File: src/rtl/id_ex_stage.sv
// ID/EX pipeline register with MEM/WB operand forwarding in front of the ALU.
// Supports stall (hold, with forwarded sources refreshed) and flush (bubble).
module id_ex_stage #(
  parameter int XLEN = 32,
  parameter int RIDX = 5
) (
  input  logic            clk,
  input  logic            rst_n,
  input  logic            Stall,
  input  logic            Flush,
  input  logic            ValidD,
  input  logic [RIDX-1:0] Rs1D,
  input  logic [RIDX-1:0] Rs2D,
  input  logic [RIDX-1:0] RdD,
  input  logic [XLEN-1:0] RD1D,
  input  logic [XLEN-1:0] RD2D,
  input  logic [XLEN-1:0] ImmExtD,
  input  logic [XLEN-1:0] PCD,
  input  logic [2:0]      ALUControlD,
  input  logic            ALUSrcAD,
  input  logic            ALUSrcBD,
  input  logic            RegWriteD,
  input  logic [RIDX-1:0] RdM,
  input  logic            RegWriteM,
  input  logic [XLEN-1:0] ALUResultM,
  input  logic [RIDX-1:0] RdW,
  input  logic            RegWriteW,
  input  logic [XLEN-1:0] ResultW,
  output logic            ValidE,
  output logic [XLEN-1:0] SrcAE,
  output logic [XLEN-1:0] SrcBE,
  output logic [2:0]      ALUControlE,
  output logic [XLEN-1:0] WriteDataE,
  output logic [RIDX-1:0] RdE,
  output logic            RegWriteE,
  output logic [RIDX-1:0] Rs1E,
  output logic [RIDX-1:0] Rs2E,
  output logic            IllegalE
);

  logic            valid_r;
  logic [RIDX-1:0] rs1_r;
  logic [RIDX-1:0] rs2_r;
  logic [RIDX-1:0] rd_r;
  logic [XLEN-1:0] rd1_r;
  logic [XLEN-1:0] rd2_r;
  logic [XLEN-1:0] imm_r;
  logic [XLEN-1:0] pc_r;
  logic [2:0]      alu_ctrl_r;
  logic            src_a_sel_r;
  logic            src_b_sel_r;
  logic            reg_write_r;

  logic [XLEN-1:0] fwd_a_s;
  logic [XLEN-1:0] fwd_b_s;

  // ALU codes with no assigned operation
  function automatic logic is_illegal_op(input logic [2:0] op);
    logic res;
    case (op)
      3'b100:  res = 1'b1;
      3'b110:  res = 1'b1;
      3'b111:  res = 1'b1;
      default: res = 1'b0;
    endcase
    return res;
  endfunction

  // Pipeline register: flush beats stall; a stall refreshes rd1/rd2 with the forwarded values
  always_ff @(posedge clk or negedge rst_n) begin
    if (!rst_n) begin
      valid_r     <= 1'b0;
      rs1_r       <= {RIDX{1'b0}};
      rs2_r       <= {RIDX{1'b0}};
      rd_r        <= {RIDX{1'b0}};
      rd1_r       <= {XLEN{1'b0}};
      rd2_r       <= {XLEN{1'b0}};
      imm_r       <= {XLEN{1'b0}};
      pc_r        <= {XLEN{1'b0}};
      alu_ctrl_r  <= 3'b000;
      src_a_sel_r <= 1'b0;
      src_b_sel_r <= 1'b0;
      reg_write_r <= 1'b0;
    end else if (Flush) begin
      valid_r     <= 1'b0;
      rs1_r       <= {RIDX{1'b0}};
      rs2_r       <= {RIDX{1'b0}};
      rd_r        <= {RIDX{1'b0}};
      rd1_r       <= {XLEN{1'b0}};
      rd2_r       <= {XLEN{1'b0}};
      imm_r       <= {XLEN{1'b0}};
      pc_r        <= {XLEN{1'b0}};
      alu_ctrl_r  <= 3'b000;
      src_a_sel_r <= 1'b0;
      src_b_sel_r <= 1'b0;
      reg_write_r <= 1'b0;
    end else if (Stall) begin
      rd1_r <= fwd_a_s;
      rd2_r <= fwd_b_s;
    end else begin
      valid_r     <= ValidD;
      rs1_r       <= Rs1D;
      rs2_r       <= Rs2D;
      rd_r        <= RdD;
      rd1_r       <= RD1D;
      rd2_r       <= RD2D;
      imm_r       <= ImmExtD;
      pc_r        <= PCD;
      alu_ctrl_r  <= ALUControlD;
      src_a_sel_r <= ALUSrcAD;
      src_b_sel_r <= ALUSrcBD;
      reg_write_r <= RegWriteD & ValidD;
    end
  end

  // Operand A forwarding: MEM beats WB, x0 never forwarded
  always_comb begin
    fwd_a_s = rd1_r;
    if (RegWriteM && (RdM != {RIDX{1'b0}}) && (RdM == rs1_r)) begin
      fwd_a_s = ALUResultM;
    end else if (RegWriteW && (RdW != {RIDX{1'b0}}) && (RdW == rs1_r)) begin
      fwd_a_s = ResultW;
    end else begin
      fwd_a_s = rd1_r;
    end
  end

  // Operand B forwarding, same rules on rs2
  always_comb begin
    fwd_b_s = rd2_r;
    if (RegWriteM && (RdM != {RIDX{1'b0}}) && (RdM == rs2_r)) begin
      fwd_b_s = ALUResultM;
    end else if (RegWriteW && (RdW != {RIDX{1'b0}}) && (RdW == rs2_r)) begin
      fwd_b_s = ResultW;
    end else begin
      fwd_b_s = rd2_r;
    end
  end

  assign SrcAE       = src_a_sel_r ? pc_r : fwd_a_s;
  assign SrcBE       = src_b_sel_r ? imm_r : fwd_b_s;
  assign WriteDataE  = fwd_b_s;
  assign ValidE      = valid_r;
  assign ALUControlE = alu_ctrl_r;
  assign RdE         = rd_r;
  assign RegWriteE   = reg_write_r;
  assign Rs1E        = rs1_r;
  assign Rs2E        = rs2_r;
  assign IllegalE    = valid_r & is_illegal_op(alu_ctrl_r);

endmodule
File: config.mk
export PLATFORM = sky130hd
export DESIGN_NAME = id_ex_stage
export DESIGN_NICKNAME = d
export VERILOG_FILES = /design/src/rtl/id_ex_stage.sv
export SDC_FILE = /design/constraint.sdc
export NUM_CORES = 1
export LEC_CHECK = 0
export CAP_MARGIN = 0
export CORE_UTILIZATION = 40
export CTS_CLUSTER_DIAMETER = 200
export CTS_CLUSTER_SIZE = 12
export DETAILED_ROUTE_END_ITERATION = 8
export GPL_TIMING_DRIVEN = 0
export PLACE_DENSITY = 0.79
export SLEW_MARGIN = 10
export SYNTH_ARGS = -nofsm -noshare
export SYNTH_HDL_FRONTEND = slang
export SYNTH_SLANG_ARGS = --single-unit
File: constraint.sdc
create_clock -name clk -period 3.64 [get_ports clk]
set_clock_uncertainty 0.1 [all_clocks]
set_input_delay 0.546 -clock clk [delete_from_list [all_inputs] [get_ports clk]]
set_output_delay 0.546 -clock clk [all_outputs]
set_load 0.02 [all_outputs]
* Yosys cells after proc, flatten, opt, wreduce, memory -nomap -nowiden *
Index checks and enable logic that the tools add are counted.

word-level totals
  flip-flop bits (word level) = 150
  input bits = 230
  output and inout bits = 117
  logic and storage cells = 62

operators by class
  eq/ne operators = 8
  multiplexer cells = 31
  bitwise operators = 2
  reduce and logical (&&, ||, !) cells = 9

operator list
  kind                count
  $mux 32             14
  $mux 5              6
  $eq 5x5->1          4
  $reduce_bool 5->1   2
  $eq 3x3->1 const B  3
  $mux 1              9
  $logic_and 1x1->1   6
  $mux 3              2
  $reduce_or 3->1     1
  $and 1x1->1         2
  $ne 2x1->1 const B  1

* Logic depth before layout (Yosys ltp) *
  word-level depth = 7
  depth in mapped cells = 7
  gate-level depth less buffers = 5

* Worst setup path before layout *
Ideal clock, no wire load.

  path type = input to output
  start = input port RdW[3]
  end = output port SrcAE[0]
  data arrival time = 2.117 ns
  data required time = 2.994 ns
  path slack = 0.877 ns
  stages = 7
  buffers on the path = 2
  cell sequence = xor2_1 > a211oi_2 > and2_0 > buf_6 > buf_6 > a211oi_2 > o31ai_1

on the way
  longest elaborated chain between the ends = 6
  elaborated cells between the ends (all ways) = 7
  those cells by class = eq/ne: 1; mux: 3; reduce/logical: 3

RTL lines
  item                 RTL line  RTL
  start, declared      26        input logic [RIDX-1:0] RdW,
  $reduce_bool 5->1    121       end else if (RegWriteW && (RdW != {RIDX{1'b0}}) && (RdW == rs1_r)) begin
  $logic_and 1x1->1    121
  $logic_and 1x1->1 *  121
  $mux 32 *            121
  $mux 32 *            119       if (RegWriteM && (RdM != {RIDX{1'b0}}) && (RdM == rs1_r)) begin
  $mux 32 *            140       assign SrcAE = src_a_sel_r ? pc_r : fwd_a_s;
  end, declared        30        output logic [XLEN-1:0] SrcAE,

Mark *: on every way between the ends. The rest lies on a longest branch, timed or not.

* Final worst setup path *
  start = input port RdW[0]
  end = output port SrcAE[8]

Same word-level chain as after synthesis.

==> metrics.md <==
| Metric | Value |
|---|---|
| Commonest non-fill, non-tap cell in the layout | `clkdlybuf4s50_1` |
| Slew HR | `31.1%` |
| Global-route wire length before repair | `53,900 um` |
| Vias in the first global route | `~9,600` |
| Pins Over Slew Limit | `0` |
| CP endpoint kind | `output port` |
| Mapped Avg Cell Area | `roughly 9.6 um^2` |
| Number of synthesis warnings | `0` |
| Routed WL | `36,500 um` |
| Worst setup SP type | `input port` |
| Met2 Wirelength | `17,700 um` |
| DR WL/cell | `22.9 um` |
| Final core utilization | `61.5%` |
| Tmin final | `3.59 ns` |
| Die Ht | `152 um` |
| Dpl hpwl | `26,800 um` |
| Critical path fanouts, max | `10` |
| Flop2flop setup slack | `approximately 1.2 ns` |
| Hold WC Path Type | `input port to asynchronous set/reset pin` |
| Number of max-cap violations | `0` |
| Worst VDD drop | `around 0.32 mV` |
| Mapped Area | `about 8900 um^2` |
| Setup CP Type | `input port to output port` |
| CTS Hold Bufs | `0` |
| I/O pins | `roughly 350` |
| Outcome | `complete, no violations` |
| Critical Path RT | `2.99 ns` |
| Top Metal Used | `met4` |
| Iter 0 DRT Violations | `683` |
| Clk sinks | `150` |
| Final period util | `98.6%` |
| Vias per inst | `5.76` |
| Final hold violation count | `0` |
| Slew @ Worst Pin | `1.03 ns` |
| RSZ-0062 raised after global routing | `true` |
| Yosys reg bits | `150` |
| Wire length on met3 | `3300 um` |
| Clock Latency Late Sink | `0.42 ns` |
| Fillcell total | `1,963` |
| Met1 wire length | `14,400 um` |
| Core ar. | `21,900 um^2` |
| Gr usage total | `31.8%` |
| Vias post-DR | `around 9,200` |
| CP max stage delay | `around 0.5 ns` |
| Synthesis-to-layout area growth | `50.4%` |
| Synthesized instance count | `about 940` |
| Worst r2r src | `Rs2E[0]$_DFFE_PN0P_` |
| Die W | `~150 um` |
| Layout cell share with drive strength beyond 1 | `between 10% and 20%` |
| Cell Rows | `54` |
| Leak Pwr | `0.00582 uW` |
| Setup Total Neg Slack | `0 ns` |
| Largest net degree at the start of global routing | `between 90 and 100` |
| Critical path's slowest cell | `clkdlybuf4s50_1` |
| GRT overflow | `0` |
| Nets | `1,533` |
| Clock-pin slew on the worst setup and hold paths | `0.06 ns` |
| Routability cong. | `~0.93` |
| Longest Clk Path Bufs | `2` |
| CP cell instances | `clkdlybuf4s50_1 > xor2_2 > a211oi_4 > buf_12 > and2_0 > buf_6 > buf_6 > a211oi_2 > o31ai_1 > clkdlybuf4s15_1` |
| DRC Markers | `0` |
| Die area | `23,000 um^2` |
| Num CTS Buffers | `17` |
| H-tree levels | `4` |
| CTS tree | `done` |
| DRT Pass-1 Iters | `6` |
| Endpoints failing setup | `0` |
| Initial Util | `about two fifths` |
| Achievable Freq | `0.279 GHz` |
| Syn nets | `1,166` |
| Worst Setup SP | `RdW[0]` |
| Most frequent cells in the layout | `clkdlybuf4s50_1, nor2_1, dfrtp_1` |
| Port Buffer Count | `344` |
| Pwr dens | `roughly 360 nW/um^2` |
| Root Buffer | `clkbuf_16` |
| Netlist cell types | `38` |
| CP arrival | `2.94 ns` |
| Register area share after synthesis | `roughly two fifths` |
| Initial antenna violation count | `2` |
| Top cell by count, worst path | `buf_6` |
| Routed Antenna Nets | `0` |
-- stage by stage --
stage	power, uW	hold WS (ns)	setup WS (ns)	cells	instance area, um^2
6_report	4800	0.0575	0.0495	1596	13500
5_1_grt	4980	0.119	-0.00794	1596	13500
4_1_cts	4810	0.0915	0.0161	1596	13400
3_5_place_dp	3170	0.412	-0.635	1561	12800
3_3_place_gp	3160	0.404	-4.50	1560	12700
2_1_floorplan	2440	0.150	0.877	936	8950
-- cell families after synthesis --
family | Yosys count | share of synthesized area (%)
AND/OR/NAND/NOR | 266 | 12.2
AO/OA/AOI/OAI | 263 | 24.6
flip-flops | 150 | 41.9
buffers and inverters | 121 | 6.26
multiplexers | 116 | 13.0
XOR/XNOR | 20 | 1.96
-- power breakdown --
group | total [uW] | switching [uW] | internal, uW
Combinational | 1300 | 710 | 586
Sequential | 1820 | 54.0 | 1760
Clock | 1690 | 735 | 953
-- worst max-delay path: cells and delay by family --
| family | cells | cell delay, ns |
|---|---|---|
| compound gates | 3 | 0.68 |
| xor+xnor | 1 | 0.20 |
| buf+inv | 5 | 1.36 |
| simple gates | 1 | 0.14 |
-- synthesized netlist by cell type (all sizes together) --
cell	number	area [um^2]
nor2	153	582
dfrtp	150	3750
mux2i	116	1160
nand2	68	255
o31ai	64	480
clkbuf	55	206
a211oi	36	393
a21oi	34	170
inv	34	128
nor3	34	175
a21boi	32	240
a221oi	32	474
a32oi	32	280
buf	32	226
o21ai	32	160
xnor2	11	96.3
xor2	9	78.8
and2	2	12.5
and4	2	20.0
nor2b	2	12.5
a22oi	1	7.51
and3	1	6.26
nand2b	1	6.26
nand3	1	5.00
nand4	1	6.26
nor4	1	12.5
-- worst paths after layout --
kind,endpoint,cells past startpoint
min in group clk,pc_r[10]$_DFFE_PN0P_,2
worst max-delay path,SrcAE[8],10
worst max register to register,rd2_r[17]$_DFF_PN0_,7
worst min-delay path,rd1_r[6]$_DFF_PN0_,1
max in group asynchronous,src_b_sel_r$_DFFE_PN0P_,2
worst min register to register,pc_r[10]$_DFFE_PN0P_,2
-- state kept, by name, indices dropped and copies added, names as in the netlist --
signal,flops
imm_r,32
src_b_sel_r,1
pc_r,32
Rs1E,5
src_a_sel_r,1
ValidE,1
ALUControlE,3
Rs2E,5
rd1_r,32
RdE,5
RegWriteE,1
rd2_r,32
-- cell type report --
type / instances / area (um^2) / share of cell area [%]
repair buffers: 350 / 3380 / 25.1
well taps: 280 / 350 / 2.60
flip-flops and latches: 150 / 3750 / 27.9
multi-input cells: 665 / 4830 / 35.9
diodes: 1 / 2.50 / 0.0186
clock buffers: 19 / 443 / 3.29
clock inverters: 12 / 106 / 0.790
plain buffers: 85 / 457 / 3.39
inverters: 34 / 128 / 0.948
-- what timing repair did --
action,CTS,global route
setup buffers,5,0
hold endpoints to repair,0,0
gates resized for setup,143,73
gates cloned,0,0
pin swaps,4,0
endpoints found under the setup margin,96,65
-- per-layer routing --
metal	global-route usage [%]	vias to the layer above
li1	-	4129
met1	39.0	4494
met4	12.9	0
met2	53.4	493
met5	0	-
met3	7.90	75
No activity file was read; power rests on OpenSTA's default activity.
